File: src/rtl/phase_accumulator_tdm.sv
// phase_accumulator_tdm
//
// Time-multiplexed phase accumulator. One adder serves all voices. A sample tick starts a
// sweep, and the sweep processes one voice per cycle. Each voice increment comes from a
// table that can be rewritten at any time. Each result streams out as
// {phase, voice index, carry} for the waveform lookup stage that follows.
//
// Ports:
//   clk_in          system clock
//   rst_in          asynchronous active-high reset
//   sample_tick_in  one-cycle pulse that starts a sweep over all voices
//   gate_in         per-voice note-on level, captured when a sweep starts
//   inc_wr_en_in    increment table write strobe
//   inc_wr_addr_in  voice whose increment is written; out-of-range addresses are ignored
//   inc_wr_data_in  new increment value
//   phase_out       updated phase of voice_out
//   voice_out       voice index of the current result
//   phase_valid_out result strobe, high for NUM_VOICES consecutive cycles per sweep
//   wrap_out        carry out of the phase add for this result
//   busy_out        sweep in progress
//   overrun_out     one-cycle pulse after a tick that arrived during a sweep was dropped

module phase_accumulator_tdm #(
    parameter int unsigned NUM_VOICES  = 24,
    parameter int unsigned PHASE_WIDTH = 32,
    localparam int unsigned VW = $clog2(NUM_VOICES)
) (
    input  logic                   clk_in,
    input  logic                   rst_in,
    input  logic                   sample_tick_in,
    input  logic [NUM_VOICES-1:0]  gate_in,
    input  logic                   inc_wr_en_in,
    input  logic [VW-1:0]          inc_wr_addr_in,
    input  logic [PHASE_WIDTH-1:0] inc_wr_data_in,
    output logic [PHASE_WIDTH-1:0] phase_out,
    output logic [VW-1:0]          voice_out,
    output logic                   phase_valid_out,
    output logic                   wrap_out,
    output logic                   busy_out,
    output logic                   overrun_out
);

    typedef enum logic {StIdle = 1'b0, StSweep = 1'b1} state_e;

    localparam logic [VW-1:0] LastVoice = VW'(NUM_VOICES - 1);

    state_e                 state_q, state_d;
    logic [VW-1:0]          v_q, v_d;
    logic                   last_voice;
    logic                   tick_take;
    logic                   tick_drop;
    logic                   wr_hit;

    logic [NUM_VOICES-1:0]  gate_snap_q;
    logic [NUM_VOICES-1:0]  prev_gate_q;
    logic [PHASE_WIDTH-1:0] phase_q [NUM_VOICES];
    logic [PHASE_WIDTH-1:0] inc_q   [NUM_VOICES];

    logic                   accumulate;
    logic [PHASE_WIDTH:0]   sum;
    logic [PHASE_WIDTH-1:0] new_phase;
    logic                   new_wrap;

    assign last_voice = (v_q == LastVoice);
    assign busy_out   = (state_q == StSweep);

    // Extra bit so the range compare also works when NUM_VOICES is a power of two.
    assign wr_hit = inc_wr_en_in && ({1'b0, inc_wr_addr_in} < (VW + 1)'(NUM_VOICES));

    // Sweep control.
    always_comb begin
        state_d   = state_q;
        v_d       = v_q;
        tick_take = 1'b0;
        tick_drop = 1'b0;
        unique case (state_q)
            StIdle: begin
                if (sample_tick_in) begin
                    tick_take = 1'b1;
                    state_d   = StSweep;
                    v_d       = '0;
                end
            end
            StSweep: begin
                // A tick arriving in any sweep cycle, including the last one, is dropped.
                tick_drop = sample_tick_in;
                if (last_voice) begin
                    state_d = StIdle;
                    v_d     = '0;
                end else begin
                    v_d = v_q + 1'b1;
                end
            end
            default: begin
                state_d = StIdle;
                v_d     = '0;
            end
        endcase
    end

    always_ff @(posedge clk_in or posedge rst_in) begin
        if (rst_in) begin
            state_q <= StIdle;
            v_q     <= '0;
        end else begin
            state_q <= state_d;
            v_q     <= v_d;
        end
    end

    // Shared adder. A voice accumulates only if it was gated in both this sweep and the
    // previous one. A fresh note start, or a released voice, restarts from zero.
    always_comb begin
        accumulate = gate_snap_q[v_q] & prev_gate_q[v_q];
        sum        = {1'b0, phase_q[v_q]} + {1'b0, inc_q[v_q]};
        new_phase  = accumulate ? sum[PHASE_WIDTH-1:0] : '0;
        new_wrap   = accumulate & sum[PHASE_WIDTH];
    end

    always_ff @(posedge clk_in or posedge rst_in) begin
        if (rst_in) begin
            for (int i = 0; i < NUM_VOICES; i++) begin
                phase_q[i] <= '0;
                inc_q[i]   <= '0;
            end
            gate_snap_q     <= '0;
            prev_gate_q     <= '0;
            phase_out       <= '0;
            voice_out       <= '0;
            wrap_out        <= 1'b0;
            phase_valid_out <= 1'b0;
            overrun_out     <= 1'b0;
        end else begin
            phase_valid_out <= (state_q == StSweep);
            overrun_out     <= tick_drop;

            if (tick_take) begin
                gate_snap_q <= gate_in;
            end

            // Result outputs hold their last values between sweeps.
            if (state_q == StSweep) begin
                phase_q[v_q] <= new_phase;
                phase_out    <= new_phase;
                voice_out    <= v_q;
                wrap_out     <= new_wrap;
                if (last_voice) begin
                    prev_gate_q <= gate_snap_q;
                end
            end

            // This cycle's add already read the old entry, so a colliding write takes
            // effect from the next sweep.
            if (wr_hit) begin
                inc_q[inc_wr_addr_in] <= inc_wr_data_in;
            end
        end
    end

endmodule

File: config.mk
export PLATFORM = sky130hd
export DESIGN_NAME = phase_accumulator_tdm
export DESIGN_NICKNAME = d
export VERILOG_FILES = /design/src/rtl/phase_accumulator_tdm.sv
export SDC_FILE = /design/constraint.sdc
export NUM_CORES = 2
export LEC_CHECK = 0
export ABC_AREA = 1
export CORE_AREA = 4 4 441 443
export DETAILED_ROUTE_END_ITERATION = 12
export DIE_AREA = 0 0 445 447
export PLACE_DENSITY = 0.62
export SLEW_MARGIN = 20
export SYNTH_ARGS = -nofsm -noshare
export SYNTH_HDL_FRONTEND = slang
export SYNTH_SLANG_ARGS = --single-unit
File: constraint.sdc
create_clock -name clk_in -period 147.3 [get_ports clk_in]
set_clock_uncertainty 0.05 [all_clocks]
set_input_delay 22.095 -clock clk_in [delete_from_list [all_inputs] [get_ports clk_in]]
set_output_delay 22.095 -clock clk_in [all_outputs]
set_load 0.005 [all_outputs]
==> summary.md <==
| Metric | Value |
|---|---|
| Antenna Nets Post-Route | 0 |
| Synth Area in Compound Gates | 0.165 |
| Hold Crit Class | reg2reg |
| Largest net degree at the start of global routing | 188 |
| Sequential power share | 0.311 |
| Post-synth EDFFs | 0 |
| Buffers on Ports | 105 |
| Clock transition at path regs | 0.06 ns |
| CP Data Required Time | around 150 ns |
| Combinational fraction of design power | 0.459 |
| Root Buffer | clkbuf_16 |
| Avg WL per Cell | 21.0 um |
| Logic depth of the worst register-to-register path | 21 |
| Drt pass-1 iters | 6 |
| Final hold slack | around 0.42 ns |
| Total grt overflow | 0 |
| Met2 usage | 0.388 |
| GRT busiest layer | met2 |
| Final Critical Period | 25.13 ns |
| Max-cap violations | 0 |
| Commonest cells after routing, fill and taps aside | 3255 x nand2_1, 1695 x o21ai_0, 1628 x dfrtp_1, 821 x nor2_1, 308 x inv_1 |
| Critical path type | in2async |
| Max FO, Critical Path | 130 |
| CTS resizes | 0 |
| GR Util met3 | 0.0405 |
| GRT Util Overall | 0.248 |
| Final setup vio count | 0 |
| Final net count | 9354 |
| Area grow syn2layout | 11.4% |
| Startpoint types | primary input |
| Setup slack, reg-to-reg | between 100 and 150 ns |
| Syn nets | between 9000 and 10000 |
| Layout fillers | ~19000 |
| Worst skew pair latency | between 0.8 and 0.9 ns |
| CORE AREA | 190000 um^2 |
| Int Pwr | 0.00107 W |
| Initial antenna violation count | 0 |
| Largest family of logic cells by synthesized area | simple AND/OR/NAND/NOR gates |
| Routed WL | 250 mm |
| Ys flop type | dfrtp_1 |
| Most common cell after layout, fill and taps aside | nand2_1 |
| Final worst path period share | 0.171 |
| Cell Area, Synth | roughly 76000 um^2 |
| Final Util | 0.445 |
| Slew headroom | 0.190 |
| Setup crit start | rst_in |
| H-Tree Depth | 4 |
| GR met1 Demand/Resource | 0.345 |
| Simple-gate area share of the yosys netlist | 0.231 |
| Clk sinks | 1630 |
| Gpl congestion | 0.867 |
| Fin worst setup slack | 122.17 ns |
| Synth Register Bits | 1630 |
| Register area share after synthesis | 0.537 |
| Multi-input gate area | 31000 um^2 |
| Fraction of registers with async set/reset | 1.00 |
| RSZ-0062 raised after global routing | no |
| WP data arrival | ~26 ns |
| Yosys cell types | 35 |
| Clock network power share | 0.229 |
| Hpwl dp | 138 mm |
| # IOs | 106 |
| VDD IR max | around 29 uV |
| Fin cells | 11900 |
| CTS tree | yes |
| Pleak | 41.1 nW |
| Post-Synth XOR/XNOR Area | 0.00173 |
| Worst slew pin tran | 1.21 ns |
| TNS Setup | 0 ns |
| Outcome | finished clean |
| Mean post-synth cell area | just under 8 um^2 |
| Via density | about 5.6 |
| Worst slack, placed | ~120 ns |
| Initial detailed-routing violation count | approximately 7400 |
| Die X | 445 um |
| # Post-CTS Setup Buffers | 0 |
| Global-route wire length before repair | 387 mm |
| Max Slew Vio Count | 0 |
| # hold bufs at CTS | 0 |
| Vias in the first global route | 63300 |
| Critical Path End | inc_q[561]$_DFFE_PP0P_ |
| DP Cell Count | 11600 |
| CTS Buf Count | 173 |
| FF/Latch Area | 40800 um^2 |
| Fmax | 39.8 MHz |
| Fin. Hold Viols | 0 |
| Initial Util | 0.400 |
| Share of cells above drive strength 1 | 0.0552 |
| Rows | 160 |
| DIE HEIGHT | around 450 um |
| Net Switching | 0.000930 W |
| Crit. End Element | async pin |
| Fraction of the mapped netlist area in adder cells | 0.00620 |
| DRC violations left | 0 |
| RR Endpoint | phase_out[28]$_DFFE_PP0P_ |
| Pwr per Cell Area | 23.6 nW/um^2 |
| Vias | 66300 |
| Sw Share | 0.466 |
| Die ar. | 199000 um^2 |
| R2r startpoint | v_q[0]$_DFFE_PP0P_ |
| Clk buf depth | 3 |
| YS warnings | 0 |
| Mapped Cells | 9607 |
| Mux share of post-synthesis cell area | 0.00148 |
cells by family after synthesis:
family / Yosys count
AO/OA/AOI/OAI: 2341
flip-flops: 1630
multiplexers: 10
XOR/XNOR: 15
AND/OR/NAND/NOR: 4466
buffers and inverters: 1108
adder cells (fa/ha/maj): 37
cell usage after synthesis (9+ instances only):
library cell / count / area [um^2]
o21ai_1: 99 / 495
o22ai_1: 296 / 1850
nand4_1: 176 / 1100
nand2_1: 3271 / 12300
buf_1: 33 / 124
nor2_4: 20 / 225
xnor2_1: 10 / 87.6
dfrtp_1: 1630 / 40800
o21ai_0: 1695 / 8480
a22o_1: 112 / 981
nor2_1: 845 / 3170
mux2_2: 10 / 113
buf_2: 117 / 586
inv_1: 312 / 1170
clkbuf_1: 623 / 2340
clkinv_1: 9 / 33.8
inv_2: 9 / 33.8
nand3_1: 134 / 671
a21oi_1: 132 / 661
ha_1: 36 / 450
cell type report:
cell class | instances | area share
antenna | 2 | 0.0000592
multi-input combinational | 6869 | 0.367
clock buffer | 258 | 0.0609
timing repair buffer | 248 | 0.0268
clock inverter | 60 | 0.0106
sequential | 1630 | 0.482
tap | 2511 | 0.0372
inverter | 330 | 0.0150
flip-flops by register name, summed over array words and instances (netlist names):
name,flops
voice_out,5
phase_q,768
busy_out,1
gate_snap_q,24
v_q,5
prev_gate_q,24
inc_q,768
overrun_out,1
wrap_out,1
phase_valid_out,1
phase_out,32
through the flow:
stage / power [W] / area [um^2]
6_report: 0.00200 / 84600
3_5_place_dp: 0.00153 / 78400
3_3_place_gp: 0.00152 / 78400
2_1_floorplan: 0.00121 / 75900
4_1_cts: 0.00199 / 84500
5_1_grt: 0.00212 / 84600
metal layers:
metal | vias to the layer above | wire length, um
met5 | - | 0
met4 | 0 | 10500
met3 | 423 | 19300
met2 | 2767 | 112000
met1 | 32500 | 108000
li1 | 30600 | -
critical path: stages:
cell	delay, ns
clkdlybuf4s50_1	0.50
inv_8	0.64
buf_4	0.82
buf_4	0.75
buf_4	0.87
power by group through the flow:
| stage | sequential (W) | clock, W | combinational (W) |
|---|---|---|---|
| final | 0.000622 | 0.000459 | 0.000918 |
| after global routing | 0.000634 | 0.000485 | 0.000998 |
| after CTS | 0.000620 | 0.000466 | 0.000907 |
| after detailed placement | 0.000626 | 0 | 0.000904 |
| after global placement | 0.000623 | 0 | 0.000894 |
| after floorplan | 0.000613 | 0 | 0.000594 |
worst min path at each step:
stage / depth (start not counted) / slack, ns / endpoint / start
6_report: 2 / 0.42 / prev_gate_q[22]$_DFFE_PP0P_ / prev_gate_q[22]$_DFFE_PP0P_
3_3_place_gp: 2 / 0.40 / prev_gate_q[22]$_DFFE_PP0P_ / prev_gate_q[22]$_DFFE_PP0P_
2_1_floorplan: 0 / 0.34 / phase_valid_out$_DFF_PP0_ / busy_out$_DFF_PP0_
3_5_place_dp: 2 / 0.41 / prev_gate_q[22]$_DFFE_PP0P_ / prev_gate_q[22]$_DFFE_PP0P_
4_1_cts: 2 / 0.42 / prev_gate_q[22]$_DFFE_PP0P_ / prev_gate_q[22]$_DFFE_PP0P_
5_1_grt: 2 / 0.44 / phase_q[289]$_DFFE_PP0P_ / phase_q[289]$_DFFE_PP0P_
No activity file was read; power rests on OpenSTA's default activity.
